===== src/rtl/programm_lader.sv =====
// Boot loader: reads the program length from SD word 0, then copies SD words 1..N
// into RAM words 0..N-1 while holding the CPU in reset.
module programm_lader #(
  parameter int ANFRAGEPAUSE = 32,
  parameter int MAXWORTE     = 32768
) (
  input  logic        Clock,
  input  logic        Reset,
  input  logic        Start,
  output logic [31:0] SDAdresse,
  output logic        SDLesen,
  input  logic [31:0] SDDaten,
  input  logic        SDBusy,
  output logic [31:0] RAMAdresse,
  output logic [31:0] RAMDaten,
  output logic        RAMSchreiben,
  input  logic        RAMGeschrieben,
  output logic        CPUReset,
  output logic        Fertig,
  output logic        Fehler,
  output logic [2:0]  Zustand
);

  typedef enum logic [2:0] {
    S_WARTEN    = 3'd0,
    S_PAUSE     = 3'd1,
    S_ANFRAGE   = 3'd2,
    S_AUF_BUSY  = 3'd3,
    S_AUF_DATEN = 3'd4,
    S_SCHREIBEN = 3'd5,
    S_FERTIG    = 3'd6,
    S_FEHLER    = 3'd7
  } zustand_t;

  localparam logic [7:0]  PAUSE_INIT = 8'(ANFRAGEPAUSE);
  localparam logic [31:0] MAX_LAENGE = 32'(MAXWORTE);

  zustand_t    zustand_q, zustand_d;
  logic [31:0] index_q, index_d;
  logic [31:0] laenge_q, laenge_d;
  logic [7:0]  pause_q, pause_d;
  logic [31:0] sd_adresse_q, sd_adresse_d;
  logic        sd_lesen_q, sd_lesen_d;
  logic [31:0] ram_adresse_q, ram_adresse_d;
  logic [31:0] ram_daten_q, ram_daten_d;
  logic        ram_schreiben_q, ram_schreiben_d;
  logic        cpu_reset_q, cpu_reset_d;
  logic        fertig_q, fertig_d;
  logic        fehler_q, fehler_d;

  always_comb begin
    zustand_d       = zustand_q;
    index_d         = index_q;
    laenge_d        = laenge_q;
    pause_d         = pause_q;
    sd_adresse_d    = sd_adresse_q;
    sd_lesen_d      = 1'b0;
    ram_adresse_d   = ram_adresse_q;
    ram_daten_d     = ram_daten_q;
    ram_schreiben_d = ram_schreiben_q;

    case (zustand_q)
      S_WARTEN: begin
        if (Start) begin
          index_d   = 32'd0;
          pause_d   = PAUSE_INIT;
          zustand_d = S_PAUSE;
        end
      end
      S_PAUSE: begin
        // SDLesen is registered, so it is high exactly while in ANFRAGE
        if (pause_q != 8'd0) begin
          pause_d = pause_q - 8'd1;
        end else if (!SDBusy) begin
          sd_lesen_d   = 1'b1;
          sd_adresse_d = index_q;
          zustand_d    = S_ANFRAGE;
        end
      end
      S_ANFRAGE: begin
        zustand_d = S_AUF_BUSY;
      end
      S_AUF_BUSY: begin
        if (SDBusy) zustand_d = S_AUF_DATEN;
      end
      S_AUF_DATEN: begin
        if (!SDBusy) begin
          if (index_q == 32'd0) begin
            laenge_d = SDDaten;
            if (SDDaten == 32'd0) begin
              zustand_d = S_FERTIG;
            end else if (SDDaten > MAX_LAENGE) begin
              zustand_d = S_FEHLER;
            end else begin
              index_d   = 32'd1;
              pause_d   = PAUSE_INIT;
              zustand_d = S_PAUSE;
            end
          end else begin
            ram_daten_d     = SDDaten;
            ram_adresse_d   = index_q - 32'd1;
            ram_schreiben_d = 1'b1;
            zustand_d       = S_SCHREIBEN;
          end
        end
      end
      S_SCHREIBEN: begin
        if (RAMGeschrieben) begin
          ram_schreiben_d = 1'b0;
          if (index_q == laenge_q) begin
            zustand_d = S_FERTIG;
          end else begin
            index_d   = index_q + 32'd1;
            pause_d   = PAUSE_INIT;
            zustand_d = S_PAUSE;
          end
        end
      end
      S_FERTIG: zustand_d = S_FERTIG;
      S_FEHLER: zustand_d = S_FEHLER;
      default:  zustand_d = S_WARTEN;
    endcase

    cpu_reset_d = (zustand_d != S_FERTIG);
    fertig_d    = (zustand_d == S_FERTIG);
    fehler_d    = (zustand_d == S_FEHLER);
  end

  always_ff @(posedge Clock) begin
    if (Reset) begin
      zustand_q       <= S_WARTEN;
      index_q         <= 32'd0;
      laenge_q        <= 32'd0;
      pause_q         <= 8'd0;
      sd_adresse_q    <= 32'd0;
      sd_lesen_q      <= 1'b0;
      ram_adresse_q   <= 32'd0;
      ram_daten_q     <= 32'd0;
      ram_schreiben_q <= 1'b0;
      cpu_reset_q     <= 1'b1;
      fertig_q        <= 1'b0;
      fehler_q        <= 1'b0;
    end else begin
      zustand_q       <= zustand_d;
      index_q         <= index_d;
      laenge_q        <= laenge_d;
      pause_q         <= pause_d;
      sd_adresse_q    <= sd_adresse_d;
      sd_lesen_q      <= sd_lesen_d;
      ram_adresse_q   <= ram_adresse_d;
      ram_daten_q     <= ram_daten_d;
      ram_schreiben_q <= ram_schreiben_d;
      cpu_reset_q     <= cpu_reset_d;
      fertig_q        <= fertig_d;
      fehler_q        <= fehler_d;
    end
  end

  assign SDAdresse    = sd_adresse_q;
  assign SDLesen      = sd_lesen_q;
  assign RAMAdresse   = ram_adresse_q;
  assign RAMDaten     = ram_daten_q;
  assign RAMSchreiben = ram_schreiben_q;
  assign CPUReset     = cpu_reset_q;
  assign Fertig       = fertig_q;
  assign Fehler       = fehler_q;
  assign Zustand      = zustand_q;

endmodule


===== config.mk =====
export PLATFORM = sky130hd
export DESIGN_NAME = programm_lader
export DESIGN_NICKNAME = d
export VERILOG_FILES = /design/src/rtl/programm_lader.sv
export SDC_FILE = /design/constraint.sdc
export NUM_CORES = 1
export LEC_CHECK = 0
export ABC_AREA = 1
export BUFFER_PORTS_ARGS = -buffer_cell sky130_fd_sc_hd__buf_4
export CAP_MARGIN = 20
export CORE_ASPECT_RATIO = 1.5
export CORE_MARGIN = 2
export CORE_UTILIZATION = 50
export DETAILED_ROUTE_END_ITERATION = 6
export GPL_ROUTABILITY_DRIVEN = 1
export PLACE_DENSITY = 0.71
export SLEW_MARGIN = 20
export SYNTH_ARGS = -nofsm -noshare
export SYNTH_HDL_FRONTEND = slang
export SYNTH_SLANG_ARGS = --single-unit
export TNS_END_PERCENT = 30

===== constraint.sdc =====
create_clock -name Clock -period 3.3 [get_ports Clock]
set_clock_uncertainty 0.05 [all_clocks]
set_input_delay 0.165 -clock Clock [delete_from_list [all_inputs] [get_ports Clock]]
set_output_delay 0.165 -clock Clock [all_outputs]
set_load 0.01 [all_outputs]

======== Word-level counts from Yosys, hierarchy flattened ========
Cells that the tools add are included.
cells by class
  $lt $le $gt $ge ......................... 1
  add/sub/neg operators ................... 3
  reduce and logical (&&, ||, !) cells .... 14
  equality and inequality tests ........... 20
  muxes and demuxes ....................... 33
  bitwise gates (word level) .............. 4
operators by type and width
  operator                 count
  $mux W32                 7
  $pmux W32 S3             1
  $logic_not A32 Y1        2
  $mux W8                  8
  $add A32 B1 Y32 const B  1
  $eq A32 B32 Y1           1
  $gt A32 B16 Y1 const B   1
  $pmux W8 S4              1
  $sub A32 B1 Y32 const B  1
  $mux W3                  10
  $pmux W3 S8              1
  $eq A3 B3 Y1 const B     6
  $ne A2 B2 Y1 const B     9
  $reduce_and A3 Y1        3
  $reduce_and A9 Y1        1
  $reduce_and A8 Y1        1
  $reduce_bool A8 Y1       1
  $sub A8 B1 Y8 const B    1
  $eq A3 B2 Y1 const B     2
  $mux W1                  4
  $not A1 Y1               4
  $reduce_and A4 Y1        1
  $reduce_bool A4 Y1       1
  $eq A3 B1 Y1 const B     1
  6 further kinds          6
word-level totals
  register bits after elaboration ......... 176
  output and inout bits ................... 104
  logic and storage cells ................. 87

======== Depth between registers and ports, before layout ========
  word-level depth ........................ 7
  gate-level depth with buffers ........... 14
  gate-level depth less buffers ........... 13

======== Worst setup path after synthesis ========
Ideal clock, no wire load.
  kind .................................... reg-to-reg
  from .................................... register index_q[0]
  to ...................................... register index_q[22]
  path slack .............................. 1.211 ns
  cell stages (with the launch flop) ...... 14
  path buffers ............................ 2
  setup time .............................. 0.132 ns
  arrival time ............................ 1.907 ns
  path through ............................ dfxtp_1 > buf_2 > inv_2 > ha_1 > nand3_4 > nor2_8 > nand2_4 > nor2_8 > nor2_4 > nor2_8 > nand3_4 > buf_6 > nand2_1 > a21oi_1
between the ends
  longest elaborated chain between the ends .. 4
RTL lines
  what                    RTL line  source
  start, declared         39        logic [31:0] index_q, index_d;
  start signal, assigned  145       index_q <= index_d;
  $add A32 B1 Y32         113       index_d = index_q + 32'd1;
  $mux W32                110       if (index_q == laenge_q) begin
  $mux W32                108       if (RAMGeschrieben) begin
  $pmux W32 S3            62        case (zustand_q)
Parallel ways exist; a longest one is shown, timed or not. The select of a mux whose other input is x is not followed.
A chain may end at the register's enable or synchronous reset.

======== Worst setup path after layout ========
  from .................................... register index_q[0]
  to ...................................... register ram_daten_q[29] (netlist: RAMDaten[29])
between the ends
  longest elaborated chain between the ends .. 3
RTL lines
  what                         RTL line  source
  $logic_not A32 Y1            88        if (index_q == 32'd0) begin
  $not A1 Y1 (no line)         -
  $reduce_and A3 Y1 (no line)  -
  end signal, assigned         151       ram_daten_q <= ram_daten_d;
  end, declared                45        logic [31:0] ram_daten_q, ram_daten_d;
No other way between the ends.

==> impl_results.rst <==
.. list-table::
   :header-rows: 1

   * - Metric
     - Value
   * - Max-Cap Viols
     - 0
   * - Number of cells on the worst reg-to-reg path
     - 11
   * - Starting utilization of the core area
     - 50.9%
   * - Clock latency reported for the late side of the worst-skew pair
     - approximately 0.45 ns
   * - Critical Path AT
     - 3.11 ns
   * - Count of non-filler cells in the finished layout
     - 1800
   * - Total Neg Setup Slack
     - 0 ns
   * - Slew at the pin with the worst max-slew slack
     - 0.978 ns
   * - Number of buffers inserted during clock tree synthesis
     - 17
   * - Cell at the root of the clock tree
     - sky130_fd_sc_hd__clkbuf_16
   * - Top-count cell post-synth
     - sky130_fd_sc_hd__nand2_1
   * - Classification of the worst-slack hold path
     - input pin to flip-flop
   * - Pwr/cell area
     - 528 mW/mm^2
   * - Critical path required time
     - roughly 3.6 ns
   * - Final cycle utilization of the critical path
     - approximately 85%
   * - Category of the worst setup path capture point
     - flip-flop
   * - Netlist cell types
     - 36
   * - Number of sinks on the clock net
     - between 150 and 200
   * - Routed Wire Length
     - 28800 um
   * - YS warnings
     - 0
   * - Termination of the worst setup path
     - RAMDaten[29]
   * - Pin count of the biggest net entering global routing
     - 90
   * - Number of nets produced by synthesis
     - 1459
   * - Launching instance or port of the critical path
     - index_q[0]
   * - Mean cell area of the mapped netlist
     - around 6.6 um^2
   * - Run status
     - finished, final reports clean
   * - Number of optimization iterations in the first detailed-route pass
     - 6
   * - Via Count
     - 9563
   * - Count of inserted antenna diode cells
     - 0
   * - Placed Cells
     - 1737
   * - Global-route usage over all layers
     - 29.3%
   * - WL/cell
     - 16.0 um
   * - Final weighted congestion in routability-driven placement
     - 0.991
   * - Register-to-register setup slack
     - 0.51 ns
   * - Max Buffers Root-to-Sink
     - 2
   * - Initial antenna violation count
     - 0
   * - Hold violation count in the final report
     - 0
   * - H-tree levels
     - 4
   * - Netlist Area Pre-Place
     - 0.00944 mm^2
   * - Die area
     - roughly 0.02 mm^2
   * - Worst vdd ir
     - around 0.28 mV
   * - Vias/cell
     - 5.31
   * - Library cell occupying the most area in the post-synthesis netlist
     - sky130_fd_sc_hd__dfxtp_1
   * - Dominant cells by area after synthesis
     - sky130_fd_sc_hd__dfxtp_1, sky130_fd_sc_hd__nand2_1, sky130_fd_sc_hd__nor2_1
   * - Iter 0 DRT Violations
     - 738
   * - Number of primary I/O pins
     - 141
   * - Synthesis-to-layout area growth
     - 20.3%
   * - Reg2reg start
     - index_q[0]
   * - EDFF count, synth
     - 0
   * - Synthesized netlist cell count
     - approximately 1400
   * - Endpoint of the worst register-to-register path
     - RAMDaten[29]
   * - Async S/R FF share, synth
     - 0%
   * - Total power consumption of the routed design
     - 5.99 mW
   * - Leakage power of the design
     - 4.85 nW
   * - Number of global-route vias before repair
     - 9035
   * - Commonest cells post-synth
     - sky130_fd_sc_hd__nand2_1, sky130_fd_sc_hd__nor2_1, sky130_fd_sc_hd__dfxtp_1
   * - Endpoints failing setup
     - 0
   * - #FFs+latches synth
     - 176
   * - Net total in the final layout
     - between 1500 and 2000
   * - Count of buffers from port buffering
     - 140
   * - Critical Setup Path Class
     - flip-flop to flip-flop
   * - Final Critical Period
     - 2.79 ns
   * - Sequential share of the synthesized area
     - 37.3%
   * - Leading register cell type out of synthesis
     - sky130_fd_sc_hd__dfxtp_1
   * - Clock tree from TritonCTS
     - done
   * - Die height
     - 172 um
   * - Maximum clock rate
     - 0.358 GHz
   * - Largest fanout of any net on the critical path
     - 31
   * - Standard cell core area
     - 0.0185 mm^2
   * - Overflow left after global routing
     - 0
   * - Antenna Nets Post-Route
     - 0
   * - Final count of pins violating max slew
     - 0
   * - Yosys top cell area share
     - 37.3%
   * - Post-detailed-route DRC marker count
     - 0
   * - Fraction of layout instances using a drive strength above 1
     - 15.3%
   * - Number of rows in the core area
     - 61
   * - Post-CTS setup repair buffer count
     - 0
   * - Slew margin rel.
     - 34.8%
   * - Crit start category
     - flip-flop
   * - DPL Wire Length
     - 20000 um
   * - Clock-pin slew on the worst setup and hold paths
     - approximately 0.07 ns
   * - Setup repair after global routing missed its margin
     - no
   * - X dimension of the die
     - 116 um
   * - First-pass GRT wire length
     - 45600 um
registers in the layout (all words and copies together) (netlist names):
name	count
Zustand	3
Fehler	1
laenge_q	32
pause_q	8
RAMAdresse	32
CPUReset	1
Fertig	1
RAMDaten	32
SDAdresse	32
RAMSchreiben	1
index_q	32
SDLesen	1
where the power goes:
part,switching (mW),internal [mW]
logic,1.06,0.622
clock network,0.863,1.07
registers,0.113,2.26
what timing repair did:
action	4_1_cts	5_1_grt
hold endpoints to repair	64	0
hold buffers	32	0
resized for setup	0	0
how the worst min path moves through the flow:
stage	cells past startpoint	start	slack, ns	endpoint
after floorplan	2	SDDaten[22]	0.25	laenge_q[22]
after global placement	3	SDDaten[8]	0.36	laenge_q[8]
after detailed placement	3	SDDaten[8]	0.37	laenge_q[8]
after CTS	4	Start	0.06	Zustand[0]
after global routing	4	Start	0.08	Zustand[0]
final	4	Start	0.05	Zustand[0]
final cells by class:
cell class | instances | area, um^2
fillers | 1763 | 7190
multi-input cells | 1032 | 4990
flip-flops and latches | 176 | 3520
repair buffers | 190 | 1530
clock buffers | 22 | 464
inverters | 119 | 447
well taps | 252 | 315
clock inverters | 9 | 83.8
layout by cell type (no fill, tap or decap), drive strengths merged:
master	count
o211ai	1
a21oi	130
dlygate4sd3	32
nand2	338
or2	2
ha	3
clkinvlp	1
nor2	264
o21ai	95
nand3b	1
xor2	43
clkinv	7
dfxtp	176
inv	119
bufinv	1
a211oi	11
clkbuf	22
nand3	48
nand4	48
buf	158
and2	1
xnor2	23
a31oi	9
a221oi	1
nor3	14
metal layers:
layer / GRT usage [%] / part of all wire, % / up-vias
met5: 0 / 0 / -
met4: 15.3 / 4.5 / 0
met2: 48.9 / 48 / 335
met3: 4.42 / 5.4 / 76
met1: 36.4 / 42 / 4381
li1: - / - / 4771
kinds of logic after synthesis:
family,after synthesis,share of synthesized area (%)
AOI/OAI and AO/OA,247,13.6
xor gates and xnor gates,66,6.13
adders and majority gates,3,0.398
buffers and inverters,211,9.83
DFF,176,37.3
and+or+nand+nor,716,32.7
worst max-delay path: stages, from the launching register on:
cell                      delay [ns]
sky130_fd_sc_hd__dfxtp_1        0.44
sky130_fd_sc_hd__inv_2          0.24
sky130_fd_sc_hd__ha_1           0.29
sky130_fd_sc_hd__nand3_4        0.14
sky130_fd_sc_hd__nor2_8         0.22
sky130_fd_sc_hd__nand2_4        0.09
sky130_fd_sc_hd__nor2_8         0.17
sky130_fd_sc_hd__nor2_4         0.08
sky130_fd_sc_hd__nand2_2        0.30
sky130_fd_sc_hd__buf_4          0.39
sky130_fd_sc_hd__nand2_1        0.09
sky130_fd_sc_hd__a21oi_1        0.17
per-stage QoR:
| step | utilization [%] | hold WS (ns) | cell area, um^2 | setup WS, ns |
|---|---|---|---|---|
| 5_1_grt | 61.2 | 0.0762 | 11400 | 0.383 |
| 3_3_place_gp | 56.5 | 0.362 | 10500 | 0.628 |
| 6_report | 61.2 | 0.0516 | 11400 | 0.507 |
| 4_1_cts | 61.2 | 0.0596 | 11400 | 0.573 |
| 2_1_floorplan | - | 0.250 | 9440 | 1.21 |
| 3_5_place_dp | 56.5 | 0.366 | 10500 | 0.602 |
(Power assumes the default switching activity.)
